[config.mk]
export PLATFORM = sky130hd
export DESIGN_NAME = regfile_wb_scheduler
export DESIGN_NICKNAME = d
export VERILOG_FILES = /design/src/rtl/regfile_wb_scheduler_pkg.sv /design/src/rtl/regfile_wb_scheduler_chk.sv /design/src/rtl/regfile_wb_scheduler_wb_fifo.sv /design/src/rtl/regfile_wb_scheduler.sv
export SDC_FILE = /design/constraint.sdc
export NUM_CORES = 1
export LEC_CHECK = 0
export CAP_MARGIN = 30
export CELL_PAD_IN_SITES_DETAIL_PLACEMENT = 2
export CELL_PAD_IN_SITES_GLOBAL_PLACEMENT = 2
export CORE_MARGIN = 2
export CORE_UTILIZATION = 36
export DETAILED_ROUTE_END_ITERATION = 10
export PLACE_DENSITY_LB_ADDON = 0.1
export SLEW_MARGIN = 5
export SYNTH_ARGS = -nofsm -noshare
export SYNTH_HDL_FRONTEND = slang
export SYNTH_SLANG_ARGS = --single-unit
[constraint.sdc]
create_clock -name clk -period 7.3 [get_ports clk]
set_input_delay 1.46 -clock clk [delete_from_list [all_inputs] [get_ports clk]]
set_output_delay 1.46 -clock clk [all_outputs]
set_load 0.05 [all_outputs]
[src/rtl/regfile_wb_scheduler_pkg.sv]
// ----------------------------------------------------------------------------
// regfile_wb_scheduler_pkg
// Shared types and default constants for the regfile writeback scheduler.
//   wb_entry_t       : one buffered late result {rd, wdata}
//   *_DEF constants  : default FIFO depth, outstanding-op limit, starve limit
//   reg_busy()       : busy lookup that treats x0 as never busy
// ----------------------------------------------------------------------------
package regfile_wb_scheduler_pkg;

  localparam int FIFO_DEPTH_DEF   = 2;
  localparam int MAX_OUT_DEF      = 4;
  localparam int STARVE_LIMIT_DEF = 8;

  typedef struct packed {
    logic [4:0]  rd;
    logic [31:0] wdata;
  } wb_entry_t;

  // x0 is hardwired zero, so it can never carry a pending late write.
  function automatic logic reg_busy(input logic [31:0] busy, input logic [4:0] r);
    return (r != 5'd0) && busy[r];
  endfunction

endpackage

[src/rtl/regfile_wb_scheduler_chk.sv]
// ----------------------------------------------------------------------------
// regfile_wb_scheduler_chk
// Protocol checks for the writeback scheduler.
//   clk, start     : clock, active-low reset (checks disabled in reset)
//   issue_conflict : long-latency issue to a register that is still busy
//   issue_valid    : issue this cycle
//   commit         : late result committed this cycle
//   out_count      : current outstanding late-op count
// ----------------------------------------------------------------------------
module regfile_wb_scheduler_chk #(
  parameter int MAX_OUT = 4
) (
  input logic       clk,
  input logic       start,
  input logic       issue_conflict,
  input logic       issue_valid,
  input logic       commit,
  input logic [2:0] out_count
);

  localparam logic [2:0] MAX_OUT_C = 3'(MAX_OUT);

  a_no_busy_issue: assert property (@(posedge clk) disable iff (!start)
    !issue_conflict);

  a_no_overflow: assert property (@(posedge clk) disable iff (!start)
    !(issue_valid && !commit && (out_count == MAX_OUT_C)));

  a_no_underflow: assert property (@(posedge clk) disable iff (!start)
    !(commit && !issue_valid && (out_count == 3'd0)));

endmodule

[src/rtl/regfile_wb_scheduler_wb_fifo.sv]
// ----------------------------------------------------------------------------
// wb_fifo
// Synchronous FIFO of wb_entry_t holding late results waiting for the
// regfile write port. Head is visible combinationally on dout.
//   clk, rst_n : clock, asynchronous active-low reset
//   push, din  : write request (ignored while full) and entry
//   pop        : remove head (ignored while empty)
//   dout       : current head entry
//   full/empty : occupancy flags
// ----------------------------------------------------------------------------
module wb_fifo
  import regfile_wb_scheduler_pkg::*;
#(
  parameter int DEPTH = FIFO_DEPTH_DEF
) (
  input  logic      clk,
  input  logic      rst_n,
  input  logic      push,
  input  wb_entry_t din,
  input  logic      pop,
  output wb_entry_t dout,
  output logic      full,
  output logic      empty
);

  localparam int PTR_W = $clog2(DEPTH);
  localparam int CNT_W = PTR_W + 1;
  localparam logic [CNT_W-1:0] DEPTH_C = CNT_W'(DEPTH);

  wb_entry_t        mem_r [DEPTH];
  logic [PTR_W-1:0] wr_ptr_r;
  logic [PTR_W-1:0] rd_ptr_r;
  logic [CNT_W-1:0] count_r;
  logic             do_push_s;
  logic             do_pop_s;

  assign full      = (count_r == DEPTH_C);
  assign empty     = (count_r == {CNT_W{1'b0}});
  assign do_push_s = push && !full;
  assign do_pop_s  = pop && !empty;
  assign dout      = mem_r[rd_ptr_r];

  // Storage, pointers (wrap naturally since DEPTH is a power of two) and count.
  always_ff @(posedge clk or negedge rst_n) begin
    if (!rst_n) begin
      wr_ptr_r <= {PTR_W{1'b0}};
      rd_ptr_r <= {PTR_W{1'b0}};
      count_r  <= {CNT_W{1'b0}};
      for (int i = 0; i < DEPTH; i++) begin
        mem_r[i] <= '0;
      end
    end else begin
      if (do_push_s) begin
        mem_r[wr_ptr_r] <= din;
        wr_ptr_r        <= wr_ptr_r + PTR_W'(1);
      end
      if (do_pop_s) begin
        rd_ptr_r <= rd_ptr_r + PTR_W'(1);
      end
      case ({do_push_s, do_pop_s})
        2'b10:   count_r <= count_r + CNT_W'(1);
        2'b01:   count_r <= count_r - CNT_W'(1);
        default: count_r <= count_r;
      endcase
    end
  end

endmodule

[src/rtl/regfile_wb_scheduler.sv]
// ----------------------------------------------------------------------------
// regfile_wb_scheduler
// Shares the single regfile write port between the in-order W stage and a
// late-completion channel, tracks registers with outstanding late writes and
// requests stalls on dependences or when late results cannot drain.
// Optional macro WB_BYPASS_EN: a late result arriving while the buffer is
// empty and the W stage is idle writes the regfile in the same cycle.
//   clk, start               : clock, asynchronous active-low reset
//   pipe_we/rd/wdata         : W-stage write (wins the port when rd != 0)
//   issue_valid/issue_rd     : long-latency op issued in EX
//   late_valid/rd/wdata      : late result offer; late_ready accepts it
//   rs1_d/rs2_d/rd_d/regwrite_d : decode operands for hazard detection
//   rf_we/rf_waddr/rf_wdata  : regfile write port
//   stall_req, issue_block   : to the hazard unit
//   out_count                : issued but not yet committed late ops
// ----------------------------------------------------------------------------
module regfile_wb_scheduler
  import regfile_wb_scheduler_pkg::*;
#(
  parameter int FIFO_DEPTH   = FIFO_DEPTH_DEF,
  parameter int MAX_OUT      = MAX_OUT_DEF,
  parameter int STARVE_LIMIT = STARVE_LIMIT_DEF
) (
  input  logic        clk,
  input  logic        start,
  input  logic        pipe_we,
  input  logic [4:0]  pipe_rd,
  input  logic [31:0] pipe_wdata,
  input  logic        issue_valid,
  input  logic [4:0]  issue_rd,
  input  logic        late_valid,
  input  logic [4:0]  late_rd,
  input  logic [31:0] late_wdata,
  output logic        late_ready,
  input  logic [4:0]  rs1_d,
  input  logic [4:0]  rs2_d,
  input  logic [4:0]  rd_d,
  input  logic        regwrite_d,
  output logic        rf_we,
  output logic [4:0]  rf_waddr,
  output logic [31:0] rf_wdata,
  output logic        stall_req,
  output logic        issue_block,
  output logic [2:0]  out_count
);

  localparam int SW = $clog2(STARVE_LIMIT + 1);
  localparam logic [SW-1:0] STARVE_LIMIT_C = SW'(STARVE_LIMIT);
  localparam logic [2:0]    MAX_OUT_C      = 3'(MAX_OUT);

  logic [31:0]   busy_r;
  logic [31:0]   busy_next_s;
  logic [2:0]    out_count_r;
  logic [2:0]    out_count_next_s;
  logic [SW-1:0] starve_r;
  logic [SW-1:0] starve_next_s;

  wb_entry_t push_entry_s;
  wb_entry_t head_s;
  logic      fifo_full_s;
  logic      fifo_empty_s;
  logic      push_s;
  logic      pop_s;
  logic      w_own_s;
  logic      bypass_s;
  logic      commit_s;
  logic [4:0] commit_rd_s;
  logic      issue_conflict_s;

  assign push_entry_s = '{rd: late_rd, wdata: late_wdata};
  assign late_ready   = !fifo_full_s;
  assign out_count    = out_count_r;

  wb_fifo #(.DEPTH(FIFO_DEPTH)) u_fifo (
    .clk   (clk),
    .rst_n (start),
    .push  (push_s),
    .din   (push_entry_s),
    .pop   (pop_s),
    .dout  (head_s),
    .full  (fifo_full_s),
    .empty (fifo_empty_s)
  );

  // Port ownership, buffer handshakes and the committing register.
  always_comb begin
    w_own_s = pipe_we && (pipe_rd != 5'd0);
    pop_s   = !fifo_empty_s && !w_own_s;
`ifdef WB_BYPASS_EN
    bypass_s = fifo_empty_s && !w_own_s && late_valid;
`else
    bypass_s = 1'b0;
`endif
    // A bypassed result never enters the buffer.
    push_s      = late_valid && !fifo_full_s && !bypass_s;
    commit_s    = pop_s || bypass_s;
    commit_rd_s = pop_s ? head_s.rd : late_rd;
    // Reissuing to a register that commits this very cycle is legitimate.
    issue_conflict_s = issue_valid && reg_busy(busy_r, issue_rd) &&
                       !(commit_s && (commit_rd_s == issue_rd));
  end

  // Regfile write port mux: W stage first, then buffer head, then bypass.
  always_comb begin
    rf_we    = 1'b0;
    rf_waddr = 5'd0;
    rf_wdata = 32'd0;
    if (!start) begin
      rf_we = 1'b0;
    end else if (w_own_s) begin
      rf_we    = 1'b1;
      rf_waddr = pipe_rd;
      rf_wdata = pipe_wdata;
    end else if (!fifo_empty_s) begin
      rf_we    = 1'b1;
      rf_waddr = head_s.rd;
      rf_wdata = head_s.wdata;
    end else if (bypass_s) begin
      rf_we    = 1'b1;
      rf_waddr = late_rd;
      rf_wdata = late_wdata;
    end else begin
      rf_we = 1'b0;
    end
  end

  // Hazard requests to the pipeline control.
  always_comb begin
    stall_req   = start && (reg_busy(busy_r, rs1_d) ||
                            reg_busy(busy_r, rs2_d) ||
                            (regwrite_d && reg_busy(busy_r, rd_d)) ||
                            fifo_full_s ||
                            (starve_r == STARVE_LIMIT_C));
    issue_block = start && ((out_count_r == MAX_OUT_C) ||
                            (issue_valid && reg_busy(busy_r, issue_rd)));
  end

  // Next-state for scoreboard, outstanding count and starvation counter.
  always_comb begin
    busy_next_s = busy_r;
    // Clear first so that a same-cycle issue to the same rd keeps it busy.
    if (commit_s) begin
      busy_next_s[commit_rd_s] = 1'b0;
    end else begin
      busy_next_s = busy_next_s;
    end
    if (issue_valid && (issue_rd != 5'd0)) begin
      busy_next_s[issue_rd] = 1'b1;
    end else begin
      busy_next_s = busy_next_s;
    end

    case ({issue_valid, commit_s})
      2'b10:   out_count_next_s = out_count_r + 3'd1;
      2'b01:   out_count_next_s = out_count_r - 3'd1;
      default: out_count_next_s = out_count_r;
    endcase

    if (fifo_empty_s || pop_s) begin
      starve_next_s = {SW{1'b0}};
    end else if (starve_r != STARVE_LIMIT_C) begin
      starve_next_s = starve_r + SW'(1);
    end else begin
      starve_next_s = starve_r;
    end
  end

  // State registers.
  always_ff @(posedge clk or negedge start) begin
    if (!start) begin
      busy_r      <= 32'd0;
      out_count_r <= 3'd0;
      starve_r    <= {SW{1'b0}};
    end else begin
      busy_r      <= busy_next_s;
      out_count_r <= out_count_next_s;
      starve_r    <= starve_next_s;
    end
  end

  regfile_wb_scheduler_chk #(.MAX_OUT(MAX_OUT)) u_chk (
    .clk            (clk),
    .start          (start),
    .issue_conflict (issue_conflict_s),
    .issue_valid    (issue_valid),
    .commit         (commit_s),
    .out_count      (out_count_r)
  );

endmodule

## Word-level counts from Yosys, hierarchy flattened

Index checks and enable logic that the tools add are counted.

- Register bits: 117
- Input bits: 100
- Output and inout bits: 44
- Logic and storage cells: 109

- Add/sub/neg operators: 7
- Order comparisons: 10
- Eq/ne operators: 8
- Multiplexer cells: 34
- Bitwise logic cells: 5
- Reductions and logical operators: 35

Operators with widths:

| operator | count |
|---|---|
| two-way mux 32 bit | 5 |
| two-way mux 37 bit | 4 |
| bitwise mux 74 bit | 1 |
| demux 37 bit (select 1 bit) | 1 |
| AND 32 bit | 1 |
| inverter 32 bit | 1 |
| OR 32 bit | 1 |
| less-than comparator 5 x 6 -> 1 bit, second input constant | 5 |
| nonzero test 5 bit | 5 |
| binary-select mux 1 bit (select 5 bit) | 4 |
| two-way mux 5 bit | 4 |
| logical AND 1 bit | 17 |
| demux 1 bit (select 5 bit) | 2 |
| >= comparator 5 x 1 -> 1 bit, second input constant | 2 |
| two-way mux 1 bit | 9 |
| two-way mux 4 bit | 2 |
| equality test 2 bit, second input constant | 3 |
| logical OR 1 bit | 6 |
| case mux 3 bit (2 select lines) | 1 |
| nonzero test 2 bit | 3 |
| adder 4 x 1 -> 4 bit, second input constant | 1 |
| equality test 2 x 1 -> 1 bit, second input constant | 2 |
| equality test 4 bit, second input constant | 1 |
| >= comparator 2 bit, second input constant | 2 |
| other kinds (12) | 16 |

## Depth between registers and ports, before layout

Gate-level depths: netlist of run 1.

- Depth after elaboration: 14
- Mapped depth: 10
- Mapped depth without buffers: 10

## Hierarchy

From an unflattened synthesis of run 1, not the netlist that was laid out.

- Cells, all modules: 656
- Area, all modules: 7634.8 µm²

Modules (own cells, without submodules):

| module | times used | cells an instance | area an instance (µm²) | seq. area each (µm²) |
|---|---|---|---|---|
| regfile_wb_scheduler | 1 | 441 | 4037.6 | 975.9 |
| wb_fifo | 1 | 215 | 3597.2 | 1951.9 |

## Worst setup path after synthesis of run 1

No wires, ideal clock.

- Path kind: input-to-output
- From: input rd_d[1]
- To: output stall_req
- Arrival time: 3.805 ns
- Required time: 5.840 ns
- Setup slack: 2.035 ns
- Stages: 6
- Buffers on the path: 1
- Path through: clkbuf_1 -> mux2i_1 -> mux4_2 -> mux2i_1 -> mux2i_1 -> o21ai_0

- Longest elaborated chain between the ends: 8
- Elaborated cells between the ends (all ways): 9
- Those cells by class: 2 x mux; 7 x reduce/logical

RTL lines:

| item | line | source |
|---|---|---|
| start: declaration | regfile_wb_scheduler.sv:37 | `input logic [4:0] rd_d,` |
| binary-select mux 1 bit (select 5 bit) | regfile_wb_scheduler_pkg.sv:21 | `return (r != 5'd0) && busy[r];` |
| two-way mux 1 bit (implied by the code) | regfile_wb_scheduler_pkg.sv:21 |  |
| logical AND 1 bit * | regfile_wb_scheduler_pkg.sv:21 |  |
| logical AND 1 bit * | regfile_wb_scheduler.sv:131 | `(regwrite_d && reg_busy(busy_r, rd_d)) \|\|` |
| logical OR 1 bit * | regfile_wb_scheduler.sv:130 | `reg_busy(busy_r, rs2_d) \|\|` |
| logical OR 1 bit * | regfile_wb_scheduler.sv:131 |  |
| logical OR 1 bit * | regfile_wb_scheduler.sv:132 | `fifo_full_s \|\|` |
| logical AND 1 bit * | regfile_wb_scheduler.sv:129 | `stall_req = start && (reg_busy(busy_r, rs1_d) \|\|` |
| end: declaration | regfile_wb_scheduler.sv:42 | `output logic stall_req,` |

Mark *: on every way between the ends. The rest lies on a longest branch, timed or not. The select of a mux whose other input is x is not followed.

## Worst setup path in the final report of run 1

- From: input pipe_rd[3]
- To: output rf_waddr[4]

- Longest elaborated chain between the ends: 4

RTL lines:

| item | line | source |
|---|---|---|
| start: declaration | regfile_wb_scheduler.sv:27 | `input logic [4:0] pipe_rd,` |
| nonzero test 5 bit | regfile_wb_scheduler.sv:87 | `w_own_s = pipe_we && (pipe_rd != 5'd0);` |
| logical AND 1 bit | regfile_wb_scheduler.sv:87 |  |
| two-way mux 5 bit | regfile_wb_scheduler.sv:110 | `end else if (w_own_s) begin` |
| two-way mux 5 bit | regfile_wb_scheduler.sv:108 | `if (!start) begin` |
| end: declaration | regfile_wb_scheduler.sv:40 | `output logic [4:0] rf_waddr,` |

Every way passes these cells.

==> impl_metrics.tcl, run 1 <==
set metrics [dict create \
    clock_path_buffers 2 \
    post-route-period-util_pct 83.8 \
    finalCriticalPeriod_ns 6.12 \
    worst_ep_required_time_ns 5.84 \
    num_antenna_cells 0 \
    via_count 5778 \
    wirelength_mm 23.2 \
    cts_sinks 117 \
    fin_tns_setup_ns 0 \
    wire_per_inst_microns 23.0 \
    grtUsageTotal_pct 23.8 \
    n_fill_cell 1850 \
    ios 144 \
    drt_first_pass_iters 4 \
    io_buffers 143 \
    hpwl_mm 16.1 \
    syn_to_final_growth_pct 32.6 \
    core_sq_um 18800 \
    start_util_pct 36.9 \
    die_area_sq_um 20400 \
    post-route-drc-count 0 \
    clk_pin_slew_worst_paths_ns 0.06 \
    synth_warnings 0 \
    drv_slew 0 \
    antenna_found_initial 0 \
    ys_ff_latch 117 \
    fmax_mhz 163 \
    p_leak_nw 3.64 \
    synth_enable_flop_cells 0 \
    dp.cells 979 \
    crit_type "input pin to output pin" \
    status "complete, no violations" \
    grt_max_degree 89 \
    hold_class "flop to flop" \
    synth.avg_cell_area_sq_um 11.3 \
    fin_cells 1011 \
    syn_nets 720 \
    cap_viol_max_count 0 \
    peakVddDrop_uv 212 \
    hold_viol_final 0 \
    yosysSeqAreaShare_pct 42.2 \
    drtAntennaViolNets 0 \
    ys_types 51 \
    clk_latency_ns 0.42 \
    ctsHoldBuffers 0 \
    drive_above_1_share_pct 20.6 \
    grt_pass1_vias 6461 \
    grt-ovfl-total 0 \
    clock_skew_ns 0.00649 \
    grt_first_pass_wirelength_mm 36.8 \
    placementRows 50 \
    arrival_ns 4.66 \
    fin_nets 843 \
    routed_via_density 5.72 \
    post_cts_buffers 0 \
    syn_area_sq_um 6940 \
    cts-root-buf "clkbuf_16" \
    start_kind "input pin" \
    reg2reg_slack_ns 4.48 \
    rsz0062_at_grt "false" \
    power_density_nw_per_um2 418 \
    max-slew-margin-rel_pct 47.1 \
    cts_resized 0 \
    synth-main-ff-cell "dfrtp_1" \
    cp_max_fo 70 \
    worst_pin_slew_ns 0.794 \
    endpoint_kind "output pin" \
    htreeDepth 4 \
    die_width_microns 143 \
    setup_viol 0 \
    cts_tree "done" \
    drtIter0Drc 302 \
    postSynthCellCount 615 \
    async_flop_share_pct 100 \
    cts_buffers 17 \
    fp.dieH_microns 143 \
    gp_congestion 0.871 \
]
==> Yosys cell counts, types with 2 or more instances <==
master | n | area share [%]
o21a_1 | 2 | 0.22
a21boi_0 | 3 | 0.32
and2_1 | 2 | 0.18
ha_1 | 4 | 0.72
a221oi_1 | 2 | 0.25
nor2_1 | 8 | 0.43
nand3b_1 | 6 | 0.65
a21oi_1 | 35 | 2.5
o21ai_1 | 2 | 0.14
or3b_2 | 2 | 0.25
mux2_2 | 77 | 12
o22ai_1 | 2 | 0.18
or3_1 | 2 | 0.18
nand2_1 | 18 | 0.97
xnor2_1 | 6 | 0.76
dfrtp_1 | 117 | 42
buf_2 | 2 | 0.14
o41ai_1 | 29 | 3.7
buf_6 | 3 | 0.49
mux4_2 | 27 | 8.8
nand2b_1 | 3 | 0.27
o211ai_1 | 4 | 0.43
o2111ai_1 | 5 | 0.63
nor3_1 | 41 | 3.0
o221ai_1 | 3 | 0.38
inv_1 | 18 | 0.97
nor2b_1 | 38 | 3.4
xor2_1 | 5 | 0.63
nand3_1 | 7 | 0.50
a22oi_1 | 3 | 0.32
clkbuf_1 | 33 | 1.8
mux2i_1 | 49 | 7.1
or4_1 | 2 | 0.22
buf_1 | 9 | 0.49
o21ai_0 | 30 | 2.2
==> kinds of logic (layout without fill, tap and decap cells) <==
logic type	count (synthesis)	in the layout	share of synthesized area, %
muxes	153	153	28.3
and+or+nand+nor	134	134	10.7
AOI/OAI and AO/OA	130	130	12.5
DFF	117	117	42.2
buffers and inverters	65	201	3.87
xor gates and xnor gates	11	11	1.39
adders and majority gates	5	5	1.01
==> stage by stage <==
step | util [%] | instance area, sq um | total power, mW | setup slack, ns | hold WS, ns
after floorplan | - | 6940 | 2.39 | 2.04 | 0.469
after global placement | 45.5 | 8570 | 2.86 | 1.13 | 0.486
after detailed placement | 45.6 | 8590 | 2.98 | 1.13 | 0.494
after CTS | 48.9 | 9200 | 3.88 | 1.14 | 0.508
after global routing | 48.9 | 9200 | 4.08 | 1.11 | 0.524
final | 48.9 | 9200 | 3.85 | 1.18 | 0.500
==> layout make-up <==
class	count	area (sq um)	share of cell area [%]
Clock buffer	20	457	4.96
Sequential cell	117	2930	31.8
Multi-Input combinational cell	433	3770	40.9
Tap cell	260	325	3.53
Clock inverter	12	154	1.67
Timing Repair Buffer	151	1510	16.4
Inverter	18	67.6	0.734
==> placed cells by master, fill, tap and decap left out, types with 5 or more instances in the layout <==
cell type	synthesis	final
clkdlybuf4s50_1	0	142
dfrtp_1	117	116
mux2_2	77	77
mux2i_1	49	49
nor3_1	41	41
nor2b_1	38	38
a21oi_1	35	35
o21ai_0	30	30
o41ai_1	29	29
mux4_2	27	27
inv_1	18	18
nand2_1	18	18
clkbuf_16	0	17
buf_4	0	7
nand3_1	7	6
nand3b_1	6	6
nor2_1	8	6
xnor2_1	6	6
clkinvlp_4	0	6
o2111ai_1	5	5
xor2_1	5	5
==> per-layer routing <==
metal,up-vias,global-route usage (%),routed length [microns]
met4,0,6.77,290
li1,2570,-,-
met1,3000,31.0,9980
met3,27,4.16,1120
met2,181,40.8,11900
met5,-,0,0
==> sequential cells by signal, indices dropped and copies added, names as in the netlist <==
name,flops
u_fifo.rd_ptr_r,1
u_fifo.wr_ptr_r,1
u_fifo.mem_r,74
u_fifo.count_r,2
starve_r,4
busy_r,32
out_count,3
==> where the power goes <==
group	switching [mW]	total (mW)	leakage [nW]	internal [mW]
clock network	0.314	0.867	0.280	0.553
registers	0.307	1.27	1.39	0.968
logic	0.913	1.70	1.97	0.792
==> critical path: stages <==
cell and delay (ns):
clkdlybuf4s50_1 0.50, or4_4 0.59, o21a_4 0.44, or3_4 0.47
a21boi_0 0.29, clkdlybuf4s50_1 0.88
==> final timing paths <==
check                      cells after the start       startpoint                to
setup / recovery                               6       pipe_rd[3]       rf_waddr[4]
hold / removal                                 1     out_count[2]      out_count[2]
setup reg to reg                               6  u_fifo.rd_ptr_r         busy_r[7]
hold reg to reg                                1     out_count[2]      out_count[2]
max in group asynchronous                      2            start  u_fifo.mem_r[67]
min in group asynchronous                      1            start      out_count[2]
No activity file was read; power rests on OpenSTA's default activity.
==> run 2, diff against run 1 <==
--- a/config.mk
+++ b/config.mk
@@ -9,7 +9,7 @@
 export CELL_PAD_IN_SITES_DETAIL_PLACEMENT = 2
 export CELL_PAD_IN_SITES_GLOBAL_PLACEMENT = 2
 export CORE_MARGIN = 2
-export CORE_UTILIZATION = 36
+export CORE_UTILIZATION = 30
 export DETAILED_ROUTE_END_ITERATION = 10
 export PLACE_DENSITY_LB_ADDON = 0.1
 export SLEW_MARGIN = 5
==> constraint.sdc (replaced) <==
create_clock -name clk -period 5.3 [get_ports clk]
set_input_delay 1.06 -clock clk [delete_from_list [all_inputs] [get_ports clk]]
set_output_delay 1.06 -clock clk [all_outputs]
set_load 0.05 [all_outputs]
==> impl_metrics.tcl, run 2 (synthesis gave the netlist of run 1 again) <==
set metrics [dict create \
    grt_max_degree 78 \
    clock_skew_ns 0.00877 \
    crit_type "input pin to output pin" \
    cts_tree "done" \
    cts_sinks 117 \
    post-route-period-util_pct 93.3 \
    finalCriticalPeriod_ns 4.94 \
    cp_max_fo 66 \
    place_ws_ns 0.289 \
    cts-root-buf "clkbuf_16" \
    fin_nets 848 \
    p_int_mw 3.29 \
    io_buffers 143 \
    fin_cells 1041 \
    drt_first_pass_iters 4 \
    final_cell_mix "clkdlybuf4s50_1, dfrtp_1, mux2_2" \
    hold_ws_ns 0.503 \
    drive_above_1_share_pct 22.2 \
    swShare_pct 39.1 \
    cts_buffers 17 \
    clk_pin_slew_worst_paths_ns 0.06 \
    hold_viol_final 0 \
    crit_chain "clkdlybuf4s50_1 > or4_4 > o21a_4 > nor3_1 > a21oi_1 > nor2b_1 > clkdlybuf4s50_1" \
    core_sq_um 22700 \
    seq_power_share_pct 32.9 \
    syn_to_final_growth_pct 34.3 \
    arrival_ns 3.88 \
    drv_slew 0 \
    p_leak_nw 3.72 \
    rsz0062_at_grt "false" \
    ios 144 \
    max_stage_delay_ns 0.81 \
    gp_congestion 0.825 \
    largest_reg_flops 74 \
    antenna_found_initial 0 \
    hpwl_mm 16.8 \
    grt_first_pass_wirelength_mm 37.1 \
    ctsHoldBuffers 0 \
    via_count 5715 \
    post_cts_buffers 0 \
    status "complete, no violations" \
    p_switching_mw 2.11 \
    drtAntennaViolNets 0 \
    comb_power_share_pct 42.7 \
    layout_commonest_cell "clkdlybuf4s50_1" \
    htreeDepth 4 \
    clk_latency_ns 0.42 \
    worst_pin_slew_ns 0.944 \
    placementRows 55 \
    grt-ovfl-total 0 \
    cpMostUsedCell "clkdlybuf4s50_1" \
    regMostFlops "u_fifo.mem_r" \
    wirelength_mm 23.5 \
    die_width_microns 156 \
    hold_class "flop to flop" \
    post-route-util_pct 41.1 \
    fin_tns_setup_ns 0 \
    layout_setup_ws_ns 0.356 \
    grtUsageTotal_pct 20.0 \
    peakVddDrop_uv 243 \
    dp.cells 1009 \
    routed_via_density 5.49 \
    wire_per_inst_microns 22.5 \
    start_util_pct 30.6 \
    slowest_stage "clkdlybuf4s50_1" \
    setup_viol 0 \
    fmax_mhz 202 \
    post-route-drc-count 0 \
    largest_registers "u_fifo.mem_r: 74 flops, busy_r: 32 flops, starve_r: 4 flops" \
    die_area_sq_um 24400 \
    critical_path_buf_inv_count 2 \
    clkPwrFrac_pct 24.4 \
    fp.dieH_microns 156 \
    start_kind "input pin" \
    cap_viol_max_count 0 \
    endpoint_kind "output pin" \
    num_antenna_cells 0 \
    grt_pass1_vias 6499 \
    worst_ep_required_time_ns 4.24 \
    clock_path_buffers 2 \
    max-slew-margin-rel_pct 36.9 \
    crit_family "buffers and inverters" \
    drtIter0Drc 266 \
    cts_resized 0 \
    power_density_nw_per_um2 579 \
]
[run 2: worst paths after layout]
| path | to | slack (ns) | cells past startpoint | start |
|---|---|---|---|---|
| worst max-delay path | rf_wdata[9] | 0.36 | 7 | pipe_rd[3] |
| worst min-delay path | out_count[2] | 0.50 | 1 | out_count[2] |
| worst max register to register | busy_r[15] | 2.52 | 6 | u_fifo.rd_ptr_r |
| worst min register to register | out_count[2] | 0.50 | 1 | out_count[2] |
| max in group asynchronous | busy_r[18] | 3.51 | 3 | start |
| min in group asynchronous | out_count[2] | 0.59 | 1 | start |
[run 2: routing by layer]
metal | GRT usage [%] | wire length [microns] | vias to the layer above
li1 | - | - | 2577
met1 | 24.8 | 9910 | 2946
met2 | 33.9 | 11600 | 174
met3 | 6.42 | 1710 | 18
met4 | 4.67 | 231 | 0
met5 | 0 | 0 | -
[run 2: layout make-up]
cell class                 count  area, sq um
clock inverter                13          216
fill                        2337        13400
tap                          285          357
clock buffer                  19          453
timing repair buffer         156         1540
inverter                      18         67.6
multi-input combinational    433         3770
sequential                   117         2930
[run 2: worst register-to-register path, delay by kind of cell (launching register included)]
family	cells	cell delay (ns)
compound gates	2	0.69
buf+inv	1	0.34
flops	1	0.90
mux	1	0.23
simple gates	2	0.49
[run 2: power by group through the flow]
stage | Combinational (mW) | Clock [mW] | Sequential, mW
6_report | 2.31 | 1.32 | 1.78
5_1_grt | 2.53 | 1.38 | 1.84
4_1_cts | 2.35 | 1.34 | 1.77
3_5_place_dp | 2.33 | 0 | 1.78
3_3_place_gp | 2.25 | 0 | 1.73
2_1_floorplan | 1.70 | 0 | 1.60
[run 2: metrics by stage]
step / total power, mW / cell area [sq um]
after detailed placement: 4.11 / 8660
after global placement: 3.98 / 8660
after CTS: 5.47 / 9330
after global routing: 5.75 / 9330
final: 5.40 / 9330
after floorplan: 3.30 / 6940
